### config.mk
export PLATFORM = sky130hd
export DESIGN_NAME = instruction_decode_stage
export DESIGN_NICKNAME = d
export VERILOG_FILES = /design/src/rtl/decode_pkg.sv /design/src/rtl/decode_queue.sv /design/src/rtl/instruction_decode_stage.sv
export SDC_FILE = /design/constraint.sdc
export NUM_CORES = 1
export LEC_CHECK = 0
export BUFFER_PORTS_ARGS = -buffer_cell sky130_fd_sc_hd__buf_2
export CAP_MARGIN = 0
export CORE_UTILIZATION = 55
export CTS_CLUSTER_DIAMETER = 100
export CTS_CLUSTER_SIZE = 28
export DETAILED_ROUTE_END_ITERATION = 12
export PLACE_DENSITY = 0.84
export SLEW_MARGIN = 20
export SYNTH_ARGS = -nofsm -noshare
export SYNTH_HDL_FRONTEND = slang
export SYNTH_SLANG_ARGS = --single-unit
### constraint.sdc
create_clock -name clk -period 21 [get_ports clk]
set_input_delay 2.1 -clock clk [delete_from_list [all_inputs] [get_ports clk]]
set_output_delay 2.1 -clock clk [all_outputs]
set_load 0.01 [all_outputs]
### src/rtl/decode_pkg.sv
// rtl/decode_pkg.sv - shared encodings, decode packet and immediate helper for the decode stage
package decode_pkg;

    // Instruction class carried in the decode packet
    typedef enum logic [2:0] {
        CLS_DP     = 3'd0,
        CLS_LS     = 3'd1,
        CLS_BRANCH = 3'd2,
        CLS_MUL    = 3'd3,
        CLS_SWI    = 3'd4,
        CLS_UNDEF  = 3'd7
    } instr_class_e;

    // Instruction type field [27:25]
    localparam logic [2:0] TYPE_DP_REG = 3'b000;
    localparam logic [2:0] TYPE_DP_IMM = 3'b001;
    localparam logic [2:0] TYPE_LS_IMM = 3'b010;
    localparam logic [2:0] TYPE_LS_REG = 3'b011;
    localparam logic [2:0] TYPE_BRANCH = 3'b101;
    localparam logic [2:0] TYPE_SWI    = 3'b111;

    // The "never" condition is treated as an undefined instruction
    localparam logic [3:0] COND_NV = 4'b1111;

    typedef struct packed {
        logic [3:0]   cond;
        instr_class_e cls;
        logic [3:0]   opcode;
        logic         set_flags;
        logic [3:0]   rd;
        logic [3:0]   rn;
        logic [3:0]   rm;
        logic [3:0]   rs;
        logic         use_rs;
        logic         use_imm;
        logic [1:0]   shift;
        logic [4:0]   shift_amount;
        logic [31:0]  imm32;
        logic [11:0]  offset12;
        logic         p;
        logic         u;
        logic         b;
        logic         w;
        logic         l;
        logic         mem_access;
        logic         mem_write;
        logic         branch_link;
        logic [31:0]  branch_offset;
    } decode_pkt_t;

    // Rotate the zero-extended imm8 right by twice the rotate field
    function automatic logic [31:0] expand_imm(input logic [7:0] imm8, input logic [3:0] rot);
        logic [63:0] dbl;
        logic [63:0] shifted;
        logic [5:0]  amt;
        amt     = {1'b0, rot, 1'b0};
        dbl     = {24'd0, imm8, 24'd0, imm8};
        shifted = dbl >> amt;
        return shifted[31:0];
    endfunction

endpackage

### src/rtl/decode_queue.sv
// rtl/decode_queue.sv - circular FIFO buffering fetched instructions ahead of decode
module decode_queue #(
    parameter int DEPTH = 2,
    parameter int WIDTH = 64
) (
    input  logic             clk,
    input  logic             rst,
    input  logic             flush_i,
    input  logic             push_i,
    input  logic [WIDTH-1:0] push_data_i,
    input  logic             pop_i,
    output logic [WIDTH-1:0] head_data_o,
    output logic             full_o,
    output logic             empty_o
);
    localparam int AW = $clog2(DEPTH);
    localparam logic [AW-1:0] PTR_ONE = 1;
    localparam logic [AW:0]   CNT_ONE = 1;
    localparam logic [AW:0]   CNT_FULL = DEPTH[AW:0];

    logic [WIDTH-1:0] mem_q [DEPTH];
    logic [AW-1:0]    wr_ptr_q, wr_ptr_d;
    logic [AW-1:0]    rd_ptr_q, rd_ptr_d;
    logic [AW:0]      count_q, count_d;
    logic             do_push, do_pop;

    assign full_o      = (count_q == CNT_FULL);
    assign empty_o     = (count_q == '0);
    assign head_data_o = mem_q[rd_ptr_q];

    // A push into a full queue is only legal when the head leaves in the same cycle
    assign do_push = push_i && (!full_o || pop_i);
    assign do_pop  = pop_i && !empty_o;

    // Next-state pointers and occupancy; pointers wrap since DEPTH is a power of two
    always_comb begin
        wr_ptr_d = wr_ptr_q;
        rd_ptr_d = rd_ptr_q;
        count_d  = count_q;
        if (do_push) wr_ptr_d = wr_ptr_q + PTR_ONE;
        if (do_pop)  rd_ptr_d = rd_ptr_q + PTR_ONE;
        if (do_push && !do_pop) count_d = count_q + CNT_ONE;
        else if (!do_push && do_pop) count_d = count_q - CNT_ONE;
    end

    // Pointer and count registers, cleared by reset or flush
    always_ff @(posedge clk) begin
        if (rst || flush_i) begin
            wr_ptr_q <= '0;
            rd_ptr_q <= '0;
            count_q  <= '0;
        end else begin
            wr_ptr_q <= wr_ptr_d;
            rd_ptr_q <= rd_ptr_d;
            count_q  <= count_d;
        end
    end

    // Entry storage needs no reset; occupancy decides what is valid
    always_ff @(posedge clk) begin
        if (do_push && !flush_i) mem_q[wr_ptr_q] <= push_data_i;
    end

endmodule

### src/rtl/instruction_decode_stage.sv
// rtl/instruction_decode_stage.sv - queued ARM decode stage with registered decode packet
module instruction_decode_stage #(
    parameter int QUEUE_DEPTH      = 2,
    parameter int PC_WIDTH         = 32,
    parameter int SUPPORT_MULTIPLY = 1
) (
    input  logic                clk,
    input  logic                rst,
    input  logic                in_valid,
    output logic                in_ready,
    input  logic [31:0]         in_instruction,
    input  logic [PC_WIDTH-1:0] in_pc,
    input  logic                flush,
    output logic                out_valid,
    input  logic                out_ready,
    output logic [PC_WIDTH-1:0] out_pc,
    output logic [3:0]          out_cond,
    output logic [2:0]          out_class,
    output logic [3:0]          out_opcode,
    output logic                out_set_flags,
    output logic [3:0]          out_rd,
    output logic [3:0]          out_rn,
    output logic [3:0]          out_rm,
    output logic [3:0]          out_rs,
    output logic                out_use_rs,
    output logic                out_use_imm,
    output logic [1:0]          out_shift,
    output logic [4:0]          out_shift_amount,
    output logic [31:0]         out_imm32,
    output logic [11:0]         out_offset12,
    output logic                out_p,
    output logic                out_u,
    output logic                out_b,
    output logic                out_w,
    output logic                out_l,
    output logic                out_mem_access,
    output logic                out_mem_write,
    output logic                out_branch_link,
    output logic [31:0]         out_branch_offset
);
    import decode_pkg::*;

    localparam int QW = PC_WIDTH + 32;

    logic                q_push, q_pop, q_full, q_empty;
    logic [QW-1:0]       q_head;
    logic                in_fire, load;
    logic [31:0]         src_instr;
    logic [PC_WIDTH-1:0] src_pc;
    decode_pkt_t         pkt_d, pkt_q;
    logic                out_valid_q;
    logic [PC_WIDTH-1:0] out_pc_q;

    function automatic decode_pkt_t decode_instr(input logic [31:0] ins);
        decode_pkt_t p;
        logic [2:0]  ityp;
        p      = '0;
        p.cond = ins[31:28];
        p.cls  = CLS_UNDEF;
        ityp   = ins[27:25];
        if (ins[31:28] == COND_NV) begin
            p.cls = CLS_UNDEF;
        end else if (ityp == TYPE_DP_REG && ins[7:4] == 4'b1001 && ins[24:22] == 3'b000) begin
            if (SUPPORT_MULTIPLY != 0) begin
                p.cls       = CLS_MUL;
                p.rd        = ins[19:16];
                p.rn        = ins[15:12];
                p.rs        = ins[11:8];
                p.rm        = ins[3:0];
                p.set_flags = ins[20];
            end
        end else if (ityp == TYPE_DP_REG && ins[4] && ins[7]) begin
            p.cls = CLS_UNDEF;
        end else if (ityp == TYPE_DP_REG || ityp == TYPE_DP_IMM) begin
            p.cls       = CLS_DP;
            p.opcode    = ins[24:21];
            p.set_flags = ins[20];
            p.rn        = ins[19:16];
            p.rd        = ins[15:12];
            if (ityp == TYPE_DP_IMM) begin
                p.use_imm = 1'b1;
                p.imm32   = expand_imm(ins[7:0], ins[11:8]);
            end else begin
                p.use_rs = ins[4];
                if (ins[4]) p.rs = ins[11:8];
                else        p.shift_amount = ins[11:7];
                p.shift = ins[6:5];
                p.rm    = ins[3:0];
            end
        end else if (ityp == TYPE_LS_IMM || (ityp == TYPE_LS_REG && !ins[4])) begin
            p.cls        = CLS_LS;
            p.rn         = ins[19:16];
            p.rd         = ins[15:12];
            p.p          = ins[24];
            p.u          = ins[23];
            p.b          = ins[22];
            p.w          = ins[21];
            p.l          = ins[20];
            p.mem_access = 1'b1;
            p.mem_write  = !ins[20];
            if (ityp == TYPE_LS_IMM) begin
                p.offset12 = ins[11:0];
            end else begin
                p.rm           = ins[3:0];
                p.shift        = ins[6:5];
                p.shift_amount = ins[11:7];
            end
        end else if (ityp == TYPE_BRANCH) begin
            p.cls           = CLS_BRANCH;
            p.branch_link   = ins[24];
            p.branch_offset = {{6{ins[23]}}, ins[23:0], 2'b00};
        end else if (ityp == TYPE_SWI && ins[24]) begin
            p.cls = CLS_SWI;
        end
        return p;
    endfunction

    decode_queue #(
        .DEPTH (QUEUE_DEPTH),
        .WIDTH (QW)
    ) u_queue (
        .clk         (clk),
        .rst         (rst),
        .flush_i     (flush),
        .push_i      (q_push),
        .push_data_i ({in_pc, in_instruction}),
        .pop_i       (q_pop),
        .head_data_o (q_head),
        .full_o      (q_full),
        .empty_o     (q_empty)
    );

    assign in_ready = !q_full;
    assign in_fire  = in_valid && in_ready;

    // The packet register refills whenever it is free or being consumed and something is available;
    // with an empty queue the incoming instruction bypasses straight into it
    assign load   = !flush && (!out_valid_q || out_ready) && (!q_empty || in_fire);
    assign q_pop  = load && !q_empty;
    assign q_push = in_fire && !(load && q_empty);

    assign src_instr = q_empty ? in_instruction : q_head[31:0];
    assign src_pc    = q_empty ? in_pc : q_head[QW-1:32];

    // Combinational decode of whichever instruction is about to be loaded
    always_comb begin
        pkt_d = decode_instr(src_instr);
    end

    // Output packet register: holds while stalled, clears on reset or flush
    always_ff @(posedge clk) begin
        if (rst || flush) begin
            out_valid_q <= 1'b0;
            out_pc_q    <= '0;
            pkt_q       <= '0;
        end else if (load) begin
            out_valid_q <= 1'b1;
            out_pc_q    <= src_pc;
            pkt_q       <= pkt_d;
        end else if (out_ready) begin
            out_valid_q <= 1'b0;
        end
    end

    assign out_valid         = out_valid_q;
    assign out_pc            = out_pc_q;
    assign out_cond          = pkt_q.cond;
    assign out_class         = pkt_q.cls;
    assign out_opcode        = pkt_q.opcode;
    assign out_set_flags     = pkt_q.set_flags;
    assign out_rd            = pkt_q.rd;
    assign out_rn            = pkt_q.rn;
    assign out_rm            = pkt_q.rm;
    assign out_rs            = pkt_q.rs;
    assign out_use_rs        = pkt_q.use_rs;
    assign out_use_imm       = pkt_q.use_imm;
    assign out_shift         = pkt_q.shift;
    assign out_shift_amount  = pkt_q.shift_amount;
    assign out_imm32         = pkt_q.imm32;
    assign out_offset12      = pkt_q.offset12;
    assign out_p             = pkt_q.p;
    assign out_u             = pkt_q.u;
    assign out_b             = pkt_q.b;
    assign out_w             = pkt_q.w;
    assign out_l             = pkt_q.l;
    assign out_mem_access    = pkt_q.mem_access;
    assign out_mem_write     = pkt_q.mem_write;
    assign out_branch_link   = pkt_q.branch_link;
    assign out_branch_offset = pkt_q.branch_offset;

endmodule

==> results.txt, run 1 <==
* Port bufs: 221
- Critical Path Sink Type: flip-flop
- TritonCTS built the clock tree.
* EDFF count, synth: about 130
* Final hold violation count: 0
- Proportion of synthesized chip area in sequential cells: 62.2%
- DRC: 0
* Global route overflow: 0
- Library cell used as clock root buffer: sky130_fd_sc_hd__clkbuf_16
- 1st-pass router iterations: 5
* Violation count after the first detailed-routing iteration: 784
- Along the worst path, the maximum fanout reaches 57.
- Setup repair after global routing left no endpoint under its margin.
* Setup slack of the critical path after layout: 16.50 ns
- From left edge to right edge, the die measures 144 µm.
- In this run the cell area measured after placement is 12200 µm².
- Asr flop ratio synth: 0%
- Portion of synthesized cell area occupied by the leading cell type: 34.8%
- Synthesis instantiated 54 different standard cells from the library.
- The count of cells in the finished layout, fillers not included, comes to 1424.
* Critical path data required time: 21.11 ns
- Max-cap violations in this run came to 0.
* Pleak: about 4.8 nW
* Via-per-instance ratio: 5.89
- OpenSTA, run right after detailed placement, puts the worst setup slack at 16.01 ns.
- Global-route wire length before repair: 42400 µm
- Register-to-register path setup slack: 16.90 ns
- Clock-pin slew reported for the worst setup and hold paths after clock tree synthesis: 0.11 ns
- Routability Congestion: 0.871
- In the synthesized netlist the dominant register cell turns out to be sky130_fd_sc_hd__dfxtp_1.
- Detailed placement ended at an HPWL of around 18000 µm.
- Std-Cell Rows: between 50 and 60
* Cell area after technology mapping: approximately 11000 µm²
- Via count of the first global-routing pass: between 7000 and 8000
- Synthesis-stage register bit count: 279
* Total chip power: slightly above 1 mW
* Resized cells post-CTS: 0
* Class of the worst hold path: reg2reg
- Each instance of the synthesized netlist takes up on average between 10 and 15 µm².
- Final period demand of the worst path: 4.50 ns
* ANT nets after route: 0
- Counting the buffers created by CTS gives 13.
- Data arrival time of the critical path: 4.61 ns
* Gate count after technology mapping: approximately 1000
- Area overhead of the layout relative to synthesis: 14.7%
- Run status: completed
- Clock Tree Buf Depth: 3
- The initial utilization of the core area, before any placement, comes to 56.4%.
* Pin count of the biggest net entering global routing: between 90 and 100
* Number of warning messages in the yosys log: 0
* Origin of the critical flop-to-flop path: u_queue.count_q[1]
- The number of antenna violations at the first check in global routing was 2.
* Maximum clock skew at final layout: 0.0114 ns
* Cell area power density: approximately 80 nW/µm²
* Startpoint-to-endpoint class of the critical path: in2reg
- Critical Path Start Type: input pin
* Number of cells on the worst hold path: 2
* Post-route standard cell area excluding fillers: between 10000 and 15000 µm²
- The floorplan step set the die height to 144 µm.
- Core area: about 20000 µm²
- Clock latency on the worst-skew pair: 0.48 ns
- After clock tree synthesis, the setup repair step added 0 buffers.
- The worst-case IR drop observed on VDD is 62.2 µV.
* Overall routed net length: around 28000 µm
* Clock sink total: between 200 and 300
- The die covers 20700 µm².
* Fin crit share: 21.4%
- At the pin with the least slew margin, the transition time is between 1 and 1.5 ns.
- After detailed routing, the average wire length per cell comes to 19.6 µm.
- The library cells used most frequently in the layout, excluding fill and tap cells, are sky130_fd_sc_hd__buf_2, sky130_fd_sc_hd__dfxtp_1, sky130_fd_sc_hd__edfxtp_1.
* Launching instance or port of the critical path: in_valid
* Worst slew margin relative to its limit: 23.1%
* Number of buffers added to fix hold violations after cts: 0
- Sorting the synthesized cells by area gives the leading types as sky130_fd_sc_hd__edfxtp_1, sky130_fd_sc_hd__dfxtp_1, sky130_fd_sc_hd__mux2i_1.
- The worst hold path begins at out_rm[3].
- Top-level I/O count: 224
* Maximum achievable frequency: 0.222 GHz
- The worst register-to-register path ends at out_offset12[4].
* Number of vias after detailed routing: 8387
- Aggregate global-route resource usage: 26.7%
- The final layout contains 1220 nets.
* FF-to-FF path depth: 7
- The total count of max-transition violations in the final report came to 0.
- Setup violations remaining at the end of the flow were counted as 0.
* Worst min-delay path endpoint: out_rm[3]
- Leaving out fill and tap cells, the most frequent cell in the layout is sky130_fd_sc_hd__buf_2.
- Cell taking the most area after synthesis: sky130_fd_sc_hd__edfxtp_1
* Placed instance count: 1398
* Share of cells above drive strength 1: around a quarter
- Final-layout setup total negative slack: 0 ns
* Number of H-tree levels: 1
-- critical path: stages --
cell                      delay [ns]
sky130_fd_sc_hd__buf_2          0.11
sky130_fd_sc_hd__nor3_1         0.24
sky130_fd_sc_hd__nor3_2         0.07
sky130_fd_sc_hd__buf_4          0.29
sky130_fd_sc_hd__nor2_1         0.14
sky130_fd_sc_hd__o21ai_0        0.23
sky130_fd_sc_hd__nor3b_2        0.59
sky130_fd_sc_hd__buf_4          0.78
-- cell usage after synthesis (all sizes together), types with 6 or more instances --
library cell / number
dfxtp: 151
edfxtp: 128
nand2: 111
nor2: 92
a21oi: 79
mux2i: 72
a22oi: 41
clkbuf: 41
buf: 38
nor3: 37
o211ai: 33
o21ai: 28
a22o: 19
nand3: 16
a21o: 11
a221o: 9
o22ai: 9
mux2: 8
a32oi: 6
-- worst max-delay path by stage --
stage	end	cells after the start
after floorplan	u_queue.mem_q[1][0]	6
after global placement	u_queue.mem_q[1][41]	8
after detailed placement	u_queue.mem_q[1][15]	8
after CTS	u_queue.mem_q[1][40]	8
after global routing	u_queue.mem_q[1][40]	8
final	u_queue.mem_q[1][40]	8
-- cells by family after synthesis --
| group | share of synthesized area, % |
|---|---|
| muxes | 7.44 |
| other | 0.0339 |
| AOI/OAI and AO/OA | 15.4 |
| buffers and inverters | 3.51 |
| DFF | 62.2 |
| xor gates and xnor gates | 0.317 |
| and+or+nand+nor | 11.1 |
| adders and majority gates | 0.113 |
-- power breakdown --
group | switching (mW) | internal [mW] | total, mW
Clock | 0.160 | 0.124 | 0.284
Sequential | 0.00605 | 0.582 | 0.588
Combinational | 0.100 | 0.0419 | 0.142
Total | 0.266 | 0.748 | 1.01
-- metal layers --
layer / part of all wire (%) / track usage [%]
met5: 0 / 0
met4: 3.1 / 8.57
met3: 8.5 / 4.83
met2: 47 / 43.3
met1: 42 / 36.2
-- state kept, by name, indices dropped and copies added, names as in the netlist, 4 cells and up, named ones only --
| register | cells |
|---|---|
| u_queue.mem_q | 128 |
| out_imm32 | 32 |
| out_pc | 32 |
| out_branch_offset | 24 |
| out_offset12 | 12 |
| out_shift_amount | 5 |
| out_cond | 4 |
| out_opcode | 4 |
| out_rd | 4 |
| out_rm | 4 |
| out_rn | 4 |
| out_rs | 4 |
-- layout make-up --
cell class	instances	area [µm²]
tap	265	332
multi-input combinational	620	3840
antenna	3	7.51
clock inverter	1	17.5
sequential	279	6870
fill	1578	6920
clock buffer	20	352
timing repair buffer	234	1240
inverter	2	7.51
-- metrics by stage --
step / hold slack [ns] / util, %
floorplan: 0.462 / -
global placement: 0.422 / 62.4
detailed placement: 0.436 / 62.4
CTS: 0.451 / 64.3
global route: 0.475 / 64.6
finish: 0.449 / 64.7
Note: power is estimated with default switching activity, not from simulation.
==> inputs of run 2 (changes only) <==
==> constraint.sdc (replaced) <==
create_clock -name clk -period 4.3 [get_ports clk]
set_input_delay 0.43 -clock clk [delete_from_list [all_inputs] [get_ports clk]]
set_output_delay 0.43 -clock clk [all_outputs]
set_load 0.01 [all_outputs]
==> results.txt, run 2 (synthesis gave the netlist of run 1 again) <==
- Top-level I/O count: 224
* Dominant delay contributor by cell family on the critical path: simple AND/OR/NAND/NOR gates
- Worst slew margin relative to its limit: 25.3%
- Row generation in the floorplan step produced just over 50 rows.
- Switching part of the total: 26.4%
* Max-Cap Viols: 0
* Critical path data required time: between 4 and 5 ns
* Share of cells above drive strength 1: 23.8%
- The floorplan step defined a core boundary enclosing 19600 µm².
- Setup violations remaining at the end of the flow were counted as 0.
- In the final timing run, aggregate negative setup slack is 0 ns.
- CP max-delay cell: sky130_fd_sc_hd__buf_4
* Global-route wire length before repair: about 42000 µm
- Summed over all cells, the static leakage comes to 4.76 nW.
* Critical Path Start Type: flip-flop
- Switch Pwr: 1.30 mW
- Final period demand of the worst path: 3.46 ns
- Total power for the finished layout comes to 4.92 mW.
- Post-CTS setup buffers: 0
* Combinational group share of total power: 14.2%
- Maximum achievable frequency: 0.289 GHz
- Fin crit share: between 80 and 90%
- Using the TritonRoute via totals, the vias-per-cell ratio works out to between 5 and 6.
- 1st-pass router iterations: 6
- In this run the most critical hold path is launched from in_instruction[5].
- The register with the most flip-flops in the layout has 128 of them.
- Starting density of the core: 56.4%
* Cell area power density: ~390 nW/µm²
* Power share of the sequential group: 58.3%
* Die Area: 20700 µm²
* Resized cells post-CTS: 0
* Port bufs: 221
- ANT nets after route: 0
- Run status: completed
* Number of buffers added to fix hold violations after cts: 0
- Cell internal power was estimated by the tool at 3.62 mW.
- Number of H-tree levels: 1
* Setup repair after global routing missed its margin: no
* Chain of cells forming the critical path: buf_4 -> or2_4 -> buf_4 -> mux2i_1 -> nand4_1 -> nor2_1 -> and3_1 -> a221o_1
* Number of antenna violations at the first check in global routing: 1
* CP most frequent cell: sky130_fd_sc_hd__buf_4
* Startpoint-to-endpoint class of the critical path: reg2reg
* Height of the die: 144 µm
- Aggregate global-route resource usage: 26.7%
- Clock share of power: 27.5%
* Number of CTS-inserted buffers: 13
- DP HPWL: 18700 µm
- The longest clock path from root to sink contains 3 buffers.
* Final hold violation count: 0
- Data arrival time of the critical path: 3.88 ns
- Origin of the critical flop-to-flop path: u_queue.count_q[0]
* Critical Path Sink Type: flip-flop
* Clock latency on the worst-skew pair: slightly below 0.5 ns
* Maximum net fanout on the critical path: 80
- Number of nets at the end of the flow: between 1000 and 1500
- Entering global routing, the biggest net connects 96 pins.
- DRC: 0
- TritonCTS built the clock tree.
* Number of vias after detailed routing: about 8500
* Top register by number of flip-flops: u_queue.mem_q
* Routability Congestion: 0.838
- Horizontal die dimension: 144 µm
- Most common cell after layout, fill and taps aside: sky130_fd_sc_hd__buf_2
* Worst IR Drop VDD: 320 µV
- Launching instance or port of the critical path: u_queue.count_q[0]
- The final layout contains routed wiring with a total length of between 20000 and 30000 µm.
* Pins Over Slew Limit: 0
- The layout has between 1500 and 2000 filler cells.
- DR WL/cell: 19.7 µm
- The placed instances occupy a cell area of 12300 µm².
- After clock tree synthesis, the clock-pin slew on the worst setup and hold paths is 0.11 ns.
* Maximum clock skew at final layout: 0.0209 ns
- For the pin with the worst max-slew slack, the measured transition is around 1.1 ns.
* Library cell used as clock root buffer: sky130_fd_sc_hd__clkbuf_16
* Via count of the first global-routing pass: 7779
* Area overhead of the layout relative to synthesis: 14.7%
- Counting both buffers and inverters, the worst setup path holds a total of 2.
- Class of the worst hold path: in2reg
- The clock drives approximately 280 sinks.
* Violation count after the first detailed-routing iteration: 882
- Once layout is done, the placed cells without fillers occupy approximately 13000 µm².
- For this run, the slowest stage of the critical path takes 0.73 ns.
- Commonest cells after routing, fill and taps aside: sky130_fd_sc_hd__buf_2, sky130_fd_sc_hd__dfxtp_1, sky130_fd_sc_hd__edfxtp_1
- Global route overflow: 0
## run 2: routing by layer
| metal | up-vias | GRT usage, % | share of wire, % |
|---|---|---|---|
| met2 | 396 | 41.7 | 46 |
| met4 | 0 | 14.1 | 4.9 |
| met5 | - | 0 | 0 |
| met1 | 4085 | 36.7 | 42 |
| met3 | 74 | 3.00 | 6.9 |
| li1 | 3947 | - | - |
## run 2: power groups by stage
stage / Sequential, mW / Combinational (mW) / Clock, mW
2_1_floorplan: 2.94 / 0.453 / 0
3_3_place_gp: 2.93 / 0.658 / 0
3_5_place_dp: 2.93 / 0.674 / 0
4_1_cts: 2.87 / 0.678 / 1.37
5_1_grt: 2.88 / 0.753 / 1.47
6_report: 2.87 / 0.699 / 1.35
## run 2: layout make-up
cell class | instances | area (µm²) | share of cell area (%)
antenna | 1 | 2.50 | 0.0198
sequential | 279 | 6870 | 54.2
clock inverter | 1 | 3.75 | 0.0296
clock buffer | 20 | 352 | 2.78
timing repair buffer | 237 | 1250 | 9.88
inverter | 2 | 7.51 | 0.0593
multi-input combinational | 620 | 3850 | 30.4
tap | 265 | 332 | 2.62
## run 2: path summary, 6_finish.rpt
kind                              end  slack [ns]  cells past startpoint
setup / recovery            out_rn[2]        0.84                      8
hold / removal    u_queue.mem_q[1][5]        0.14                      1
setup reg to reg            out_rn[2]        0.84                      8
hold reg to reg             out_rs[0]        0.45                      2
## run 2: worst register-to-register path, stage by stage, from the launching register on
cell and delay (ns):
sky130_fd_sc_hd__dfxtp_1 0.33, sky130_fd_sc_hd__buf_4 0.24, sky130_fd_sc_hd__or2_4 0.50, sky130_fd_sc_hd__buf_4 0.73
sky130_fd_sc_hd__mux2i_1 0.53, sky130_fd_sc_hd__nand4_1 0.22, sky130_fd_sc_hd__nor2_1 0.24, sky130_fd_sc_hd__and3_1 0.39
sky130_fd_sc_hd__a221o_1 0.21
## run 2: through the flow
stage,hold WS [ns],util (%),worst slack (ns),cells
floorplan,0.462,-,0.0877,980
detailed placement,0.437,62.6,1.02,1401
finish,0.142,64.7,0.839,1425
global placement,0.422,62.6,1.13,1401
global route,0.132,64.7,0.653,1425
CTS,0.130,64.4,0.952,1422
